[src/rtl/wb_rr_mem_arbiter_if.sv]
// Wishbone bus bundle between N masters, the round-robin arbiter and the shared RAM slave.
// The slave modport is the arbiter's view; master is the surrounding masters + RAM.
interface wb_rr_mem_arbiter_if #(
  parameter int NUM_MASTERS = 3,
  parameter int AW          = 32,
  parameter int DW          = 32
);
  logic [NUM_MASTERS*AW-1:0]     wbm_adr_i;
  logic [NUM_MASTERS*DW-1:0]     wbm_dat_i;
  logic [NUM_MASTERS*DW/8-1:0]   wbm_sel_i;
  logic [NUM_MASTERS-1:0]        wbm_we_i;
  logic [NUM_MASTERS-1:0]        wbm_cyc_i;
  logic [NUM_MASTERS-1:0]        wbm_stb_i;
  logic [NUM_MASTERS*3-1:0]      wbm_cti_i;
  logic [NUM_MASTERS*2-1:0]      wbm_bte_i;
  logic [DW-1:0]                 wbm_dat_o;
  logic [NUM_MASTERS-1:0]        wbm_ack_o;
  logic [NUM_MASTERS-1:0]        wbm_err_o;
  logic [NUM_MASTERS-1:0]        wbm_rty_o;

  logic [AW-1:0]                 wbs_adr_o;
  logic [DW-1:0]                 wbs_dat_o;
  logic [DW/8-1:0]               wbs_sel_o;
  logic                          wbs_we_o;
  logic                          wbs_cyc_o;
  logic                          wbs_stb_o;
  logic [2:0]                    wbs_cti_o;
  logic [1:0]                    wbs_bte_o;
  logic [DW-1:0]                 wbs_dat_i;
  logic                          wbs_ack_i;
  logic                          wbs_err_i;
  logic                          wbs_rty_i;

  modport slave (
    input  wbm_adr_i, wbm_dat_i, wbm_sel_i, wbm_we_i, wbm_cyc_i, wbm_stb_i, wbm_cti_i, wbm_bte_i,
    output wbm_dat_o, wbm_ack_o, wbm_err_o, wbm_rty_o,
    output wbs_adr_o, wbs_dat_o, wbs_sel_o, wbs_we_o, wbs_cyc_o, wbs_stb_o, wbs_cti_o, wbs_bte_o,
    input  wbs_dat_i, wbs_ack_i, wbs_err_i, wbs_rty_i
  );

  modport master (
    output wbm_adr_i, wbm_dat_i, wbm_sel_i, wbm_we_i, wbm_cyc_i, wbm_stb_i, wbm_cti_i, wbm_bte_i,
    input  wbm_dat_o, wbm_ack_o, wbm_err_o, wbm_rty_o,
    input  wbs_adr_o, wbs_dat_o, wbs_sel_o, wbs_we_o, wbs_cyc_o, wbs_stb_o, wbs_cti_o, wbs_bte_o,
    output wbs_dat_i, wbs_ack_i, wbs_err_i, wbs_rty_i
  );
endinterface

[src/rtl/wb_rr_mem_arbiter.sv]
// Round-robin Wishbone B3 arbiter: N masters share one RAM slave, grant held for the whole cyc.
// Optional stalled-access timeout enabled by defining WB_ARB_TIMEOUT_EN.
module wb_rr_mem_arbiter #(
  parameter int NUM_MASTERS    = 3,
  parameter int AW             = 32,
  parameter int DW             = 32,
  parameter int TIMEOUT_CYCLES = 256
)(
  input  logic                   wb_clk_i,
  input  logic                   wb_rst_i,
  wb_rr_mem_arbiter_if.slave     bus,
  output logic [NUM_MASTERS-1:0] grant_o
);
  localparam int IW = $clog2(NUM_MASTERS);
  localparam int SW = DW/8;

  if (NUM_MASTERS < 2 || NUM_MASTERS > 8 || TIMEOUT_CYCLES < 1) begin : g_bad_cfg
    $error("wb_rr_mem_arbiter: unsupported NUM_MASTERS or TIMEOUT_CYCLES");
  end

  typedef enum logic {S_IDLE, S_GRANTED} state_t;

  state_t                 r_state, w_state_nxt;
  logic [NUM_MASTERS-1:0] r_grant, w_grant_nxt;
  // r_last doubles as the owner index while GRANTED
  logic [IW-1:0]          r_last, w_last_nxt;
  logic [IW-1:0]          w_win;
  logic                   w_any;
  logic                   w_active;
  logic                   w_timeout;

  assign w_any = |bus.wbm_cyc_i;

  // Search last+1, last+2, ... and take the first master holding cyc
  always_comb begin
    int j;
    logic found;
    j     = 0;
    found = 1'b0;
    w_win = r_last;
    for (int i = 1; i <= NUM_MASTERS; i++) begin
      j = (int'(r_last) + i) % NUM_MASTERS;
      if (!found && bus.wbm_cyc_i[j]) begin
        found = 1'b1;
        w_win = IW'(j);
      end
    end
  end

  always_ff @(posedge wb_clk_i) begin
    if (wb_rst_i) begin
      r_state <= S_IDLE;
      r_grant <= '0;
      r_last  <= IW'(NUM_MASTERS-1);
    end else begin
      r_state <= w_state_nxt;
      r_grant <= w_grant_nxt;
      r_last  <= w_last_nxt;
    end
  end

  always_comb begin
    w_state_nxt = r_state;
    w_grant_nxt = r_grant;
    w_last_nxt  = r_last;
    case (r_state)
      S_IDLE: begin
        if (w_any) begin
          w_state_nxt = S_GRANTED;
          w_grant_nxt = {{(NUM_MASTERS-1){1'b0}}, 1'b1} << w_win;
          w_last_nxt  = w_win;
        end
      end
      S_GRANTED: begin
        if (!bus.wbm_cyc_i[r_last]) begin
          w_state_nxt = S_IDLE;
          w_grant_nxt = '0;
        end
      end
      default: begin
        w_state_nxt = S_IDLE;
        w_grant_nxt = '0;
      end
    endcase
  end

  // Outputs are also suppressed in a reset cycle so no ack leaks to an aborted owner
  assign w_active = (r_state == S_GRANTED) && !wb_rst_i;

`ifdef WB_ARB_TIMEOUT_EN
  localparam int CW = $clog2(TIMEOUT_CYCLES+1);
  logic [CW-1:0] r_to_cnt;
  logic          w_resp;

  assign w_resp    = bus.wbs_ack_i | bus.wbs_err_i | bus.wbs_rty_i;
  assign w_timeout = w_active && (r_to_cnt == CW'(TIMEOUT_CYCLES));

  always_ff @(posedge wb_clk_i) begin
    if (wb_rst_i || r_state != S_GRANTED || w_resp || w_timeout)
      r_to_cnt <= '0;
    else if (bus.wbm_cyc_i[r_last] && bus.wbm_stb_i[r_last])
      r_to_cnt <= r_to_cnt + 1'b1;
  end
`else
  assign w_timeout = 1'b0;
`endif

  always_comb begin
    bus.wbs_adr_o = '0;
    bus.wbs_dat_o = '0;
    bus.wbs_sel_o = '0;
    bus.wbs_we_o  = 1'b0;
    bus.wbs_cyc_o = 1'b0;
    bus.wbs_stb_o = 1'b0;
    bus.wbs_cti_o = '0;
    bus.wbs_bte_o = '0;
    bus.wbm_ack_o = '0;
    bus.wbm_err_o = '0;
    bus.wbm_rty_o = '0;
    if (w_active) begin
      bus.wbs_adr_o = bus.wbm_adr_i[r_last*AW +: AW];
      bus.wbs_dat_o = bus.wbm_dat_i[r_last*DW +: DW];
      bus.wbs_sel_o = bus.wbm_sel_i[r_last*SW +: SW];
      bus.wbs_we_o  = bus.wbm_we_i[r_last];
      bus.wbs_cyc_o = bus.wbm_cyc_i[r_last] & ~w_timeout;
      bus.wbs_stb_o = bus.wbm_stb_i[r_last] & ~w_timeout;
      bus.wbs_cti_o = bus.wbm_cti_i[r_last*3 +: 3];
      bus.wbs_bte_o = bus.wbm_bte_i[r_last*2 +: 2];
      bus.wbm_ack_o[r_last] = bus.wbs_ack_i & ~w_timeout;
      bus.wbm_err_o[r_last] = (bus.wbs_err_i & ~w_timeout) | w_timeout;
      bus.wbm_rty_o[r_last] = bus.wbs_rty_i & ~w_timeout;
    end
  end

  assign bus.wbm_dat_o = bus.wbs_dat_i;
  assign grant_o       = r_grant;
endmodule

[src/flat_wrapper.sv]
// flat-port wrapper written by rule: the top's interface ports become plain ports
module wb_rr_mem_arbiter_flat 
#(
  parameter int NUM_MASTERS    = 3,
  parameter int AW             = 32,
  parameter int DW             = 32,
  parameter int TIMEOUT_CYCLES = 256
)
  (wb_clk_i, wb_rst_i, grant_o, bus_wbm_adr_i, bus_wbm_dat_i, bus_wbm_sel_i, bus_wbm_we_i, bus_wbm_cyc_i, bus_wbm_stb_i, bus_wbm_cti_i, bus_wbm_bte_i, bus_wbm_dat_o, bus_wbm_ack_o, bus_wbm_err_o, bus_wbm_rty_o, bus_wbs_adr_o, bus_wbs_dat_o, bus_wbs_sel_o, bus_wbs_we_o, bus_wbs_cyc_o, bus_wbs_stb_o, bus_wbs_cti_o, bus_wbs_bte_o, bus_wbs_dat_i, bus_wbs_ack_i, bus_wbs_err_i, bus_wbs_rty_i);
  wb_rr_mem_arbiter_if #(.NUM_MASTERS(NUM_MASTERS), .AW(AW), .DW(DW)) bus_i ();
  input  logic wb_clk_i;
  input  logic wb_rst_i;
  output logic [NUM_MASTERS-1:0] grant_o;
  input wire logic [$bits(bus_i.wbm_adr_i)-1:0] bus_wbm_adr_i;
  input wire logic [$bits(bus_i.wbm_dat_i)-1:0] bus_wbm_dat_i;
  input wire logic [$bits(bus_i.wbm_sel_i)-1:0] bus_wbm_sel_i;
  input wire logic [$bits(bus_i.wbm_we_i)-1:0] bus_wbm_we_i;
  input wire logic [$bits(bus_i.wbm_cyc_i)-1:0] bus_wbm_cyc_i;
  input wire logic [$bits(bus_i.wbm_stb_i)-1:0] bus_wbm_stb_i;
  input wire logic [$bits(bus_i.wbm_cti_i)-1:0] bus_wbm_cti_i;
  input wire logic [$bits(bus_i.wbm_bte_i)-1:0] bus_wbm_bte_i;
  output wire logic [$bits(bus_i.wbm_dat_o)-1:0] bus_wbm_dat_o;
  output wire logic [$bits(bus_i.wbm_ack_o)-1:0] bus_wbm_ack_o;
  output wire logic [$bits(bus_i.wbm_err_o)-1:0] bus_wbm_err_o;
  output wire logic [$bits(bus_i.wbm_rty_o)-1:0] bus_wbm_rty_o;
  output wire logic [$bits(bus_i.wbs_adr_o)-1:0] bus_wbs_adr_o;
  output wire logic [$bits(bus_i.wbs_dat_o)-1:0] bus_wbs_dat_o;
  output wire logic [$bits(bus_i.wbs_sel_o)-1:0] bus_wbs_sel_o;
  output wire logic [$bits(bus_i.wbs_we_o)-1:0] bus_wbs_we_o;
  output wire logic [$bits(bus_i.wbs_cyc_o)-1:0] bus_wbs_cyc_o;
  output wire logic [$bits(bus_i.wbs_stb_o)-1:0] bus_wbs_stb_o;
  output wire logic [$bits(bus_i.wbs_cti_o)-1:0] bus_wbs_cti_o;
  output wire logic [$bits(bus_i.wbs_bte_o)-1:0] bus_wbs_bte_o;
  input wire logic [$bits(bus_i.wbs_dat_i)-1:0] bus_wbs_dat_i;
  input wire logic [$bits(bus_i.wbs_ack_i)-1:0] bus_wbs_ack_i;
  input wire logic [$bits(bus_i.wbs_err_i)-1:0] bus_wbs_err_i;
  input wire logic [$bits(bus_i.wbs_rty_i)-1:0] bus_wbs_rty_i;
  assign bus_i.wbm_adr_i = bus_wbm_adr_i;
  assign bus_i.wbm_dat_i = bus_wbm_dat_i;
  assign bus_i.wbm_sel_i = bus_wbm_sel_i;
  assign bus_i.wbm_we_i = bus_wbm_we_i;
  assign bus_i.wbm_cyc_i = bus_wbm_cyc_i;
  assign bus_i.wbm_stb_i = bus_wbm_stb_i;
  assign bus_i.wbm_cti_i = bus_wbm_cti_i;
  assign bus_i.wbm_bte_i = bus_wbm_bte_i;
  assign bus_wbm_dat_o = bus_i.wbm_dat_o;
  assign bus_wbm_ack_o = bus_i.wbm_ack_o;
  assign bus_wbm_err_o = bus_i.wbm_err_o;
  assign bus_wbm_rty_o = bus_i.wbm_rty_o;
  assign bus_wbs_adr_o = bus_i.wbs_adr_o;
  assign bus_wbs_dat_o = bus_i.wbs_dat_o;
  assign bus_wbs_sel_o = bus_i.wbs_sel_o;
  assign bus_wbs_we_o = bus_i.wbs_we_o;
  assign bus_wbs_cyc_o = bus_i.wbs_cyc_o;
  assign bus_wbs_stb_o = bus_i.wbs_stb_o;
  assign bus_wbs_cti_o = bus_i.wbs_cti_o;
  assign bus_wbs_bte_o = bus_i.wbs_bte_o;
  assign bus_i.wbs_dat_i = bus_wbs_dat_i;
  assign bus_i.wbs_ack_i = bus_wbs_ack_i;
  assign bus_i.wbs_err_i = bus_wbs_err_i;
  assign bus_i.wbs_rty_i = bus_wbs_rty_i;
  wb_rr_mem_arbiter #(.NUM_MASTERS(NUM_MASTERS), .AW(AW), .DW(DW), .TIMEOUT_CYCLES(TIMEOUT_CYCLES)) u_core (.wb_clk_i(wb_clk_i), .wb_rst_i(wb_rst_i), .bus(bus_i), .grant_o(grant_o));
endmodule
[config.mk]
export PLATFORM = sky130hd
export DESIGN_NAME = wb_rr_mem_arbiter_flat
export DESIGN_NICKNAME = d
export VERILOG_FILES = /design/src/rtl/wb_rr_mem_arbiter_if.sv /design/src/rtl/wb_rr_mem_arbiter.sv /design/src/flat_wrapper.sv
export SDC_FILE = /design/constraint.sdc
export NUM_CORES = 1
export LEC_CHECK = 0
export CAP_MARGIN = 20
export CORE_AREA = 2 2 152 154
export DETAILED_ROUTE_END_ITERATION = 10
export DIE_AREA = 0 0 154 156
export PLACE_DENSITY = 0.58
export RECOVER_POWER = 100
export SYNTH_ARGS = -nofsm -noshare
export SYNTH_HDL_FRONTEND = slang
export SYNTH_SLANG_ARGS = --single-unit
export TNS_END_PERCENT = 30
[constraint.sdc]
create_clock -name wb_clk_i -period 4.3 [get_ports wb_clk_i]
set_input_delay 0.86 -clock wb_clk_i [delete_from_list [all_inputs] [get_ports wb_clk_i]]
set_output_delay 0.86 -clock wb_clk_i [all_outputs]
set_load 0.02 [all_outputs]
=== Word level (Yosys, flattened, before mapping) ===
Index checks and enable logic that the tools add are counted.

* Flip-flop bits (word level): 6
* Latch bits: 0
* RAM bits: 0
* Memory bits (read-only): 0
* Input port bits: 265
* Output and inout bits: 120
* Word-level logic and storage cells: 76
* Memories kept: 0

* Add/subtract/negate cells: 3
* $mul: 1
* Divide/modulo/power cells: 3
* Magnitude comparators: 5
* Equal/unequal tests: 2
* Shift operators: 6
* Multiplexer cells: 39
* Bitwise operators: 4
* Reduce and logical (&&, ||, !) cells: 10

{| class="wikitable"
|+ Operators with widths
! operator !! number
|-
| 96-bit by 8-bit variable part select with 32-bit output || 2
|-
| 32-bit by 4-bit less-than comparator with 1-bit output (second input constant) || 3
|-
| 32-bit by 3-bit modulo with 32-bit output (second input constant) || 3
|-
| 32-bit 2-to-1 mux || 2
|-
| 3-bit 2-to-1 mux || 6
|-
| 1-bit 2-to-1 mux || 17
|-
| 1-bit binary-select mux with 2-bit select || 6
|-
| 12-bit by 5-bit variable part select with 4-bit output || 1
|-
| 3-bit bitwise AND || 3
|-
| 9-bit by 5-bit variable part select with 3-bit output || 1
|-
| 2-bit 2-to-1 mux || 4
|-
| 2-bit by 2-bit adder with 3-bit output (second input constant) || 2
|-
| 3-bit case mux with 2 select lines || 1
|-
| 6-bit by 4-bit variable part select with 2-bit output || 1
|-
| 1-bit logical AND || 4
|-
| 2-bit by 2-bit multiplier with 4-bit output (second input constant) || 1
|-
| 4-bit 2-to-1 mux || 1
|-
| 2-bit AND reduction || 2
|-
| 2-bit by 1-bit adder with 3-bit output (second input constant) || 1
|-
| 1-bit logical NOT || 3
|-
| 2-bit by 3-bit less-than comparator with 1-bit output (second input constant) || 1
|-
| 3-bit OR reduction || 1
|-
| 1-bit by 2-bit << shifter with 3-bit output (first input constant) || 1
|-
| 1-bit demux with 2-bit select || 1
|-
| 5 further kinds || 5
|}

=== Logic depth before layout (Yosys ltp) ===
Gate-level depths: netlist (run 1).

* Depth after elaboration: 15
* Mapped depth: 9
* Mapped depth without buffers: 7

=== Least setup slack after synthesis (run 1) ===
OpenSTA, ideal clock, no wires.

* Kind: input to output
* Start point: input port wb_rst_i
* End point: output port bus_wbs_dat_o[10]
* Arrival time: 1743 ps
* Required time: 3440 ps
* Path slack: 1697 ps
* Stages on the path: 4
* Path buffers: 2
* Path through: nand2b_1 -> clkbuf_1 -> buf_1 -> nor2_1

* Word-level cells in the longest chain between the ends: 3

{| class="wikitable"
|+ RTL lines
! item !! line !! text
|-
| from (decl) || flat_wrapper.sv:12 || <nowiki>input logic wb_rst_i;</nowiki>
|-
| 1-bit logical NOT || wb_rr_mem_arbiter.sv:88 || <nowiki>assign w_active = (r_state == S_GRANTED) && !wb_rst_i;</nowiki>
|-
| 1-bit logical AND || wb_rr_mem_arbiter.sv:88 ||
|-
| 32-bit 2-to-1 mux || wb_rr_mem_arbiter.sv:120 || <nowiki>if (w_active) begin</nowiki>
|-
| to (decl) || flat_wrapper.sv:27 || <nowiki>output wire logic [$bits(bus_i.wbs_dat_o)-1:0] bus_wbs_dat_o;</nowiki>
|}

No other way between the ends.

=== Final worst setup path (run 1) ===
* Start point: input port wb_rst_i
* End point: output port bus_wbs_we_o

* Word-level cells in the longest chain between the ends: 3

{| class="wikitable"
|+ RTL lines
! item !! line !! text
|-
| 1-bit logical NOT || wb_rr_mem_arbiter.sv:88 ||
|-
| 1-bit logical AND || wb_rr_mem_arbiter.sv:88 ||
|-
| 1-bit 2-to-1 mux || wb_rr_mem_arbiter.sv:120 ||
|-
| to (decl) || flat_wrapper.sv:29 || <nowiki>output wire logic [$bits(bus_i.wbs_we_o)-1:0] bus_wbs_we_o;</nowiki>
|}

No other way between the ends.

==> results of run 1 <==
metrics by stage:
stage / setup slack (ns) / total power [mW] / util [%]
6_report: 0.598 / 2.05 / 26.8
3_5_place_dp: 0.723 / 1.98 / 26.5
5_1_grt: 0.487 / 2.26 / 26.8
4_1_cts: 0.717 / 2.15 / 26.9
3_3_place_gp: 0.726 / 1.99 / 26.5
2_1_floorplan: 1.70 / 1.35 / -
critical path: stages:
cell,delay [ns]
sky130_fd_sc_hd__clkdlybuf4s50_1,0.57
sky130_fd_sc_hd__nand2b_2,0.16
sky130_fd_sc_hd__buf_4,0.40
sky130_fd_sc_hd__nor2_1,0.12
sky130_fd_sc_hd__dlygate4sd3_1,0.67
placed cells by master (no fill, tap or decap), drive strengths merged:
cell	count
o211ai	1
clkdlybuf4s50	233
o21ai	4
and2	1
o31ai	1
a22o	1
a31oi	2
nand3	1
dfxtp	6
nor2	157
a311oi	1
dlygate4sd3	87
nand2	4
ha	5
o21a	1
o2bb2ai	1
clkbuf	4
buf	5
nor3b	2
a211o	1
or2	2
a21boi	1
and3	10
o22ai	1
nor3	4
nand2b	4
a21o	1
a21oi	78
o32ai	1
nor2b	3
nor4b	1
mux2i	78
a32o	1
inv	4
layer usage:
layer  track usage [%]  routed length (um)  vias up
met1              11.3                5160     1716
li1                  -                   -     2001
met2              20.8                7080      224
met5                 0                   0        -
met3              3.22                1350       14
met4              1.42                 116        0
cell type report:
| type | instances | share of cell area [%] |
|---|---|---|
| Tap cell | 285 | 5.94 |
| Clock buffer | 4 | 1.31 |
| Inverter | 4 | 0.250 |
| Sequential cell | 6 | 2.13 |
| Timing Repair Buffer | 325 | 54.4 |
| Multi-Input combinational cell | 368 | 36.0 |
how the worst min path moves through the flow:
| stage | endpoint | slack (ns) |
|---|---|---|
| after floorplan | u_core.grant_o[1]$_SDFFE_PP0P_ | 0.54 |
| after detailed placement | u_core.grant_o[1]$_SDFFE_PP0P_ | 0.45 |
| after global routing | u_core.grant_o[1]$_SDFFE_PP0P_ | 0.48 |
| final | u_core.grant_o[1]$_SDFFE_PP0P_ | 0.45 |
| after global placement | u_core.grant_o[1]$_SDFFE_PP0P_ | 0.45 |
| after CTS | u_core.grant_o[1]$_SDFFE_PP0P_ | 0.46 |
flip-flops by register name, summed over array words and instances, names as in the netlist:
name	count
u_core.grant_o	3
u_core.r_state	1
u_core.r_last	2
power by group through the flow:
| stage | clock, mW | sequential (mW) | combinational, mW |
|---|---|---|---|
| 3_5_place_dp | 0 | 0.209 | 1.77 |
| 5_1_grt | 0.165 | 0.214 | 1.88 |
| 2_1_floorplan | 0 | 0.105 | 1.25 |
| 3_3_place_gp | 0 | 0.207 | 1.78 |
| 6_report | 0.157 | 0.199 | 1.70 |
| 4_1_cts | 0.160 | 0.209 | 1.78 |
logic make-up after synthesis:
family	share of synthesized area, %
AND/OR/NAND/NOR	28.4
AO/OA/AOI/OAI	19.4
multiplexers	28.4
buffers and inverters	17.2
flip-flops	4.38
adder cells (fa/ha/maj)	2.28
==> parameters.txt, run 1 <==
Parameter                              Value

Power
  Switch Pwr ... 1.05 mW
  Pwr dens ... 342 nW/um2
  Comb pwr share ... 82.7%
  Relative contribution of the clock network to total power ... 7.6%
  Worst VDD drop ... 0.163 mV
  Internal power ... 1.01 mW
  Leakage power total ... 2.40 nW
  Switching share of power ... 51.0%
  Sequential power share ... 9.7%

Clocking
  Worst-path clk slew ... 0.03 ns
  Clock latency at the later pin of the worst-skew pair ... 0.23 ns
  Buffers inserted during post-CTS setup optimization ... 0
  Buffer cell driving the clock tree root ... sky130_fd_sc_hd__clkbuf_16
  CTS Buf Count ... 3
  Total of cells resized after clock tree synthesis ... 0
  Number of levels in the clock H-tree ... 1
  CTS sink count ... 6
  Count of hold-fix buffers inserted at cts ... 0
  Clock tree from TritonCTS ... built
  Largest buffer count on any clock path ... 2

Global routing
  First-pass GRT wire length ... 20,700 um
  Gr usage total ... 10.6%
  Initial antenna violation count ... 0
  Vias in the first global route ... 4,001
  Largest net degree at the start of global routing ... 67
  Sum of overflow across all layers after global routing ... 0

Finish
  Layout cell share with drive strength beyond 1 ... 2.12%
  Fillers ... 2,460
  Area growth syn-to-layout ... 119%
  Final instance area ... 6000 um2
  # nets final ... 978
  Diodes inserted ... 0
  Count of non-filler cells in the finished layout ... 992
  Multi-input logic area ... 2160 um2
  Sequential cell area ... 128 um2

STA
  Transition time at the pin with the least slew margin ... 0.842 ns
  Slew HR ... 43.9%
  Count of endpoints failing hold in the final timing report ... 0
  Final clock period utilization by the worst path ... 86.1%
  Number of max-slew violations in the final report ... 0
  Clock Skew ... 0.00538 ns
  Maximum operating frequency ... 270 MHz
  Clock period minus final worst setup slack ... 3.70 ns
  Final count of negative-setup-slack endpoints ... 0
  Unrepaired setup endpoints after global routing ... false
  Setup TNS Final ... 0 ns
  Worst hold slack after final layout ... 0.453 ns

Detailed routing
  Wire length per cell ... 13.8 um
  Total number of vias ... 3,955
  DR DRC count ... 0
  Count of antenna-violating nets left after detailed routing ... 0
  Total iterations of the first detailed-routing run ... 4
  Routed WL ... 13,700 um
  DR iter-0 viols ... 186
  Avg Vias per Cell ... 3.99

Logic synthesis
  Total of warnings raised by yosys ... 0
  Synthesized area ... 2750 um2
  Unique masters post-synth ... 37
  Yosys top cell area share ... 28.4%
  Post-synthesis async set-or-reset flop share ... 0%
  Library cell with the highest instance count after synthesis ... sky130_fd_sc_hd__nor2_1
  Net count of the mapped netlist ... 719
  Main flop type after synthesis ... sky130_fd_sc_hd__dfxtp_1
  Flop and latch count out of synthesis ... 6
  Top post-synthesis cells by count ... 157 x sky130_fd_sc_hd__nor2_1, 78 x sky130_fd_sc_hd__a21oi_1, 78 x sky130_fd_sc_hd__mux2i_1, 37 x sky130_fd_sc_hd__buf_4, 17 x sky130_fd_sc_hd__clkbuf_1
  Post-synth EDFFs ... 0
  Most area-consuming cells after synthesis ... sky130_fd_sc_hd__mux2i_1 28%, sky130_fd_sc_hd__nor2_1 21%, sky130_fd_sc_hd__a21oi_1 14%
  Biggest area consumer among synthesized cells ... sky130_fd_sc_hd__mux2i_1
  Per-instance average area after synthesis ... 6.11 um2
  Mapped Cells ... 449
  Fraction of the yosys area taken by sequential cells ... 4.38%

Run
  Max-cap violations ... 0

Critical path
  Start-to-end type of the worst setup path ... in2out
  Worst Setup Start Kind ... input port
  Reg-to-reg critical path endpoint ... u_core.grant_o[2]$_SDFFE_PP0P_
  Crit-path max FO ... 47
  CP Launch Point ... wb_rst_i
  Worst Reg2Reg Path Length in Cells ... 7
  Register-to-register path setup slack ... 1.47 ns
  Critical Path End Type ... output pin
  Arrival time of the worst setup path ... 2.84 ns
  Worst R2R Start ... u_core.r_last[0]$_SDFFE_PP0P_
  Required time reported for the critical path endpoint ... 3.44 ns
  Critical Path Sink ... bus_wbs_we_o

Placed design
  Placed instance count ... 988
  Placer Congestion ... 0.753
  Cell area after placement ... 5930 um2
  Detailed Place HPWL ... 11,000 um
  Count of buffers inserted at the top-level ports ... 320

Worst hold path
  Cell depth of the worst hold path ... 1
  Worst hold start ... u_core.grant_o[1]$_SDFFE_PP0P_
  Path type of the worst min-delay path ... reg2reg

Die
  Die Y ... 156 um
  Die outline width ... 154 um
  Initial core utilization ... 12.3%
  Die ar. ... 24,000 um2
  Placement Rows ... 55
  Floorplan core area ... 22,400 um2
  Num ports ... 385

Run status
  Result of the run ... finished, final reports clean
Note: power is estimated with default switching activity, not from simulation.
==> inputs of run 2 (changes only) <==
CTS_BUF_LIST = sky130_fd_sc_hd__clkbuf_16   (was not set)
==> run 2 against run 1 <==
Cell area unchanged. Sequential power hardly changed. Clock skew about the same. Maximum frequency down 0.10%. Final cell count unchanged. Via count is 0.10% lower. Worst setup slack worse by 0.0038 ns. Flip-flop and latch count unchanged. Critical path depth unchanged. Critical path type unchanged.
==> parameters.txt, run 2 (synthesized netlist as in run 1, its figures left out) <==
Parameter                              Value

Run status
  Result of the run ... finished, final reports clean

STA
  Maximum operating frequency ... 270 MHz (-0.10%)
  Slew HR ... 43.9% (about the same)
  Transition time at the pin with the least slew margin ... 0.842 ns (-0.0000438 ns)
  Setup TNS Final ... 0 ns (unchanged)
  Clock period minus final worst setup slack ... 3.71 ns (+0.00379 ns)
  Unrepaired setup endpoints after global routing ... false
  Final count of negative-setup-slack endpoints ... 0 (unchanged)
  Final clock period utilization by the worst path ... 86.2% (+0.088 points)
  Clock Skew ... 0.00564 ns (+0.000260 ns)
  Count of endpoints failing hold in the final timing report ... 0 (unchanged)
  Number of max-slew violations in the final report ... 0 (unchanged)

Worst hold path
  Path type of the worst min-delay path ... reg2reg

Critical path
  Crit-path max FO ... 47 (unchanged)
  Start-to-end type of the worst setup path ... in2out
  Critical-path cell with the highest stage delay ... sky130_fd_sc_hd__dlygate4sd3_1
  Critical Path End Type ... output pin
  Slowest stage delay, CP ... 0.67 ns (about the same)
  Worst Setup Start Kind ... input port
  Arrival time of the worst setup path ... 2.85 ns (about the same)
  Number of buffer and inverter stages on the critical path ... 3 (unchanged)
  CP delay by family, top ... buffers and inverters
  Required time reported for the critical path endpoint ... 3.44 ns (about the same)
  CP cell instances ... clkdlybuf4s50_1 > nand2b_2 > buf_4 > nor2_1 > dlygate4sd3_1

Global routing
  Initial antenna violation count ... 0 (unchanged)
  Largest net degree at the start of global routing ... 67 (unchanged)
  Gr usage total ... 10.6% (unchanged)
  Vias in the first global route ... 4,001 (unchanged)
  Sum of overflow across all layers after global routing ... 0 (unchanged)
  First-pass GRT wire length ... 20,700 um (unchanged)

Detailed routing
  DR iter-0 viols ... 186 (unchanged)
  Count of antenna-violating nets left after detailed routing ... 0 (unchanged)
  Total number of vias ... 3,951 (-0.10%)
  Total iterations of the first detailed-routing run ... 4 (unchanged)
  DR DRC count ... 0 (unchanged)
  Routed WL ... 13,700 um (about the same)
  Avg Vias per Cell ... 3.98 (-0.10%)
  Wire length per cell ... 13.8 um (about the same)

Die
  Placement Rows ... 55 (unchanged)
  Die ar. ... 24,000 um2 (unchanged)
  Floorplan core area ... 22,400 um2 (unchanged)
  Initial core utilization ... 12.3% (unchanged)
  Num ports ... 385 (unchanged)
  Die Y ... 156 um (unchanged)
  Die outline width ... 154 um (unchanged)

Clocking
  Buffer cell driving the clock tree root ... sky130_fd_sc_hd__clkbuf_16
  CTS Buf Count ... 3 (unchanged)
  Clock tree from TritonCTS ... built
  Number of levels in the clock H-tree ... 1 (unchanged)
  CTS sink count ... 6 (unchanged)
  Worst-path clk slew ... 0.03 ns (about the same)
  Buffers inserted during post-CTS setup optimization ... 0 (unchanged)
  Count of hold-fix buffers inserted at cts ... 0 (unchanged)
  Largest buffer count on any clock path ... 2 (unchanged)
  Total of cells resized after clock tree synthesis ... 0 (unchanged)
  Clock latency at the later pin of the worst-skew pair ... 0.23 ns (about the same)

Power
  Pwr dens ... 342 nW/um2 (about the same)
  Worst VDD drop ... 0.163 mV (about the same)
  Leakage power total ... 2.41 nW (+0.17%)
  Pwr Total ... 2.05 mW (about the same)

Placed design
  Cell area after placement ... 5930 um2 (unchanged)
  Count of buffers inserted at the top-level ports ... 320 (unchanged)
  Placer Congestion ... 0.753 (unchanged)
  Detailed Place HPWL ... 11,000 um (unchanged)

Finish
  Fillers ... 2,460 (unchanged)
  Area growth syn-to-layout ... 119% (unchanged)
  Leading cell type in the layout, fill and taps excluded ... sky130_fd_sc_hd__clkdlybuf4s50_1
  Diodes inserted ... 0 (unchanged)
  Final instance area ... 6000 um2 (unchanged)
  Number of flip-flops under the largest register name ... 3 (unchanged)
  # nets final ... 978 (unchanged)
  Top library cells by usage in the layout, fill and taps aside ... 233 x sky130_fd_sc_hd__clkdlybuf4s50_1, 156 x sky130_fd_sc_hd__nor2_1, 87 x sky130_fd_sc_hd__dlygate4sd3_1
  Layout cell share with drive strength beyond 1 ... 2.12% (unchanged)

Run
  Max-cap violations ... 0 (unchanged)
-- run 2: cell count changes in the layout (fill, tap and decap cells not counted) --
cell                       change
sky130_fd_sc_hd__clkbuf_1      -1
sky130_fd_sc_hd__inv_1         +1
-- run 2: report_power, final --
group	internal (mW)	total [mW]	switching (mW)
logic	0.800	1.70	0.898
clock network	0.121	0.155	0.0340
registers	0.0824	0.199	0.117
total	1.00	2.05	1.05
-- run 2: metrics by stage --
stage | worst slack, ns | hold WS [ns] | util [%] | instances
floorplan | 1.70 | 0.544 | - | 449
global placement | 0.726 | 0.453 | 26.5 | 988
detailed placement | 0.723 | 0.450 | 26.5 | 988
CTS | 0.717 | 0.458 | 26.9 | 992
global route | 0.487 | 0.484 | 26.8 | 992
finish | 0.594 | 0.453 | 26.8 | 992
-- run 2: routing by layer --
| layer | up-vias | global-route usage (%) | routed length, um | share of wire (%) |
|---|---|---|---|---|
| li1 | 2001 | - | - | - |
| met3 | 14 | 3.22 | 1350 | 9.8 |
| met4 | 0 | 1.42 | 116 | 0.85 |
| met2 | 224 | 20.8 | 7070 | 52 |
| met5 | - | 0 | 0 | 0 |
| met1 | 1712 | 11.3 | 5170 | 38 |
-- run 2: path summary, 6_finish.rpt --
kind,start,end,slack (ns),cells past startpoint
max,wb_rst_i,bus_wbs_we_o,0.59,5
min,u_core.grant_o[1]$_SDFFE_PP0P_,u_core.grant_o[1]$_SDFFE_PP0P_,0.45,1
max reg2reg,u_core.r_last[0]$_SDFFE_PP0P_,u_core.grant_o[2]$_SDFFE_PP0P_,1.47,7
min reg2reg,u_core.grant_o[1]$_SDFFE_PP0P_,u_core.grant_o[1]$_SDFFE_PP0P_,0.45,1
-- run 2: area by class of cell --
type / instances / area [um2] / share of cell area, %
inverter: 4 / 15.0 / 0.250
clock inverter: 1 / 3.75 / 0.0625
timing repair buffer: 325 / 3270 / 54.4
multi-input combinational: 368 / 2160 / 36.0
clock buffer: 3 / 75.1 / 1.25
tap: 285 / 357 / 5.94
sequential: 6 / 128 / 2.13
==> inputs of run 3 (changes only) <==
CTS_CLUSTER_DIAMETER = 120   (was not set)
==> results of run 3 <==
Same layout as run 2: the final DEF is identical, and so are final timing and power.
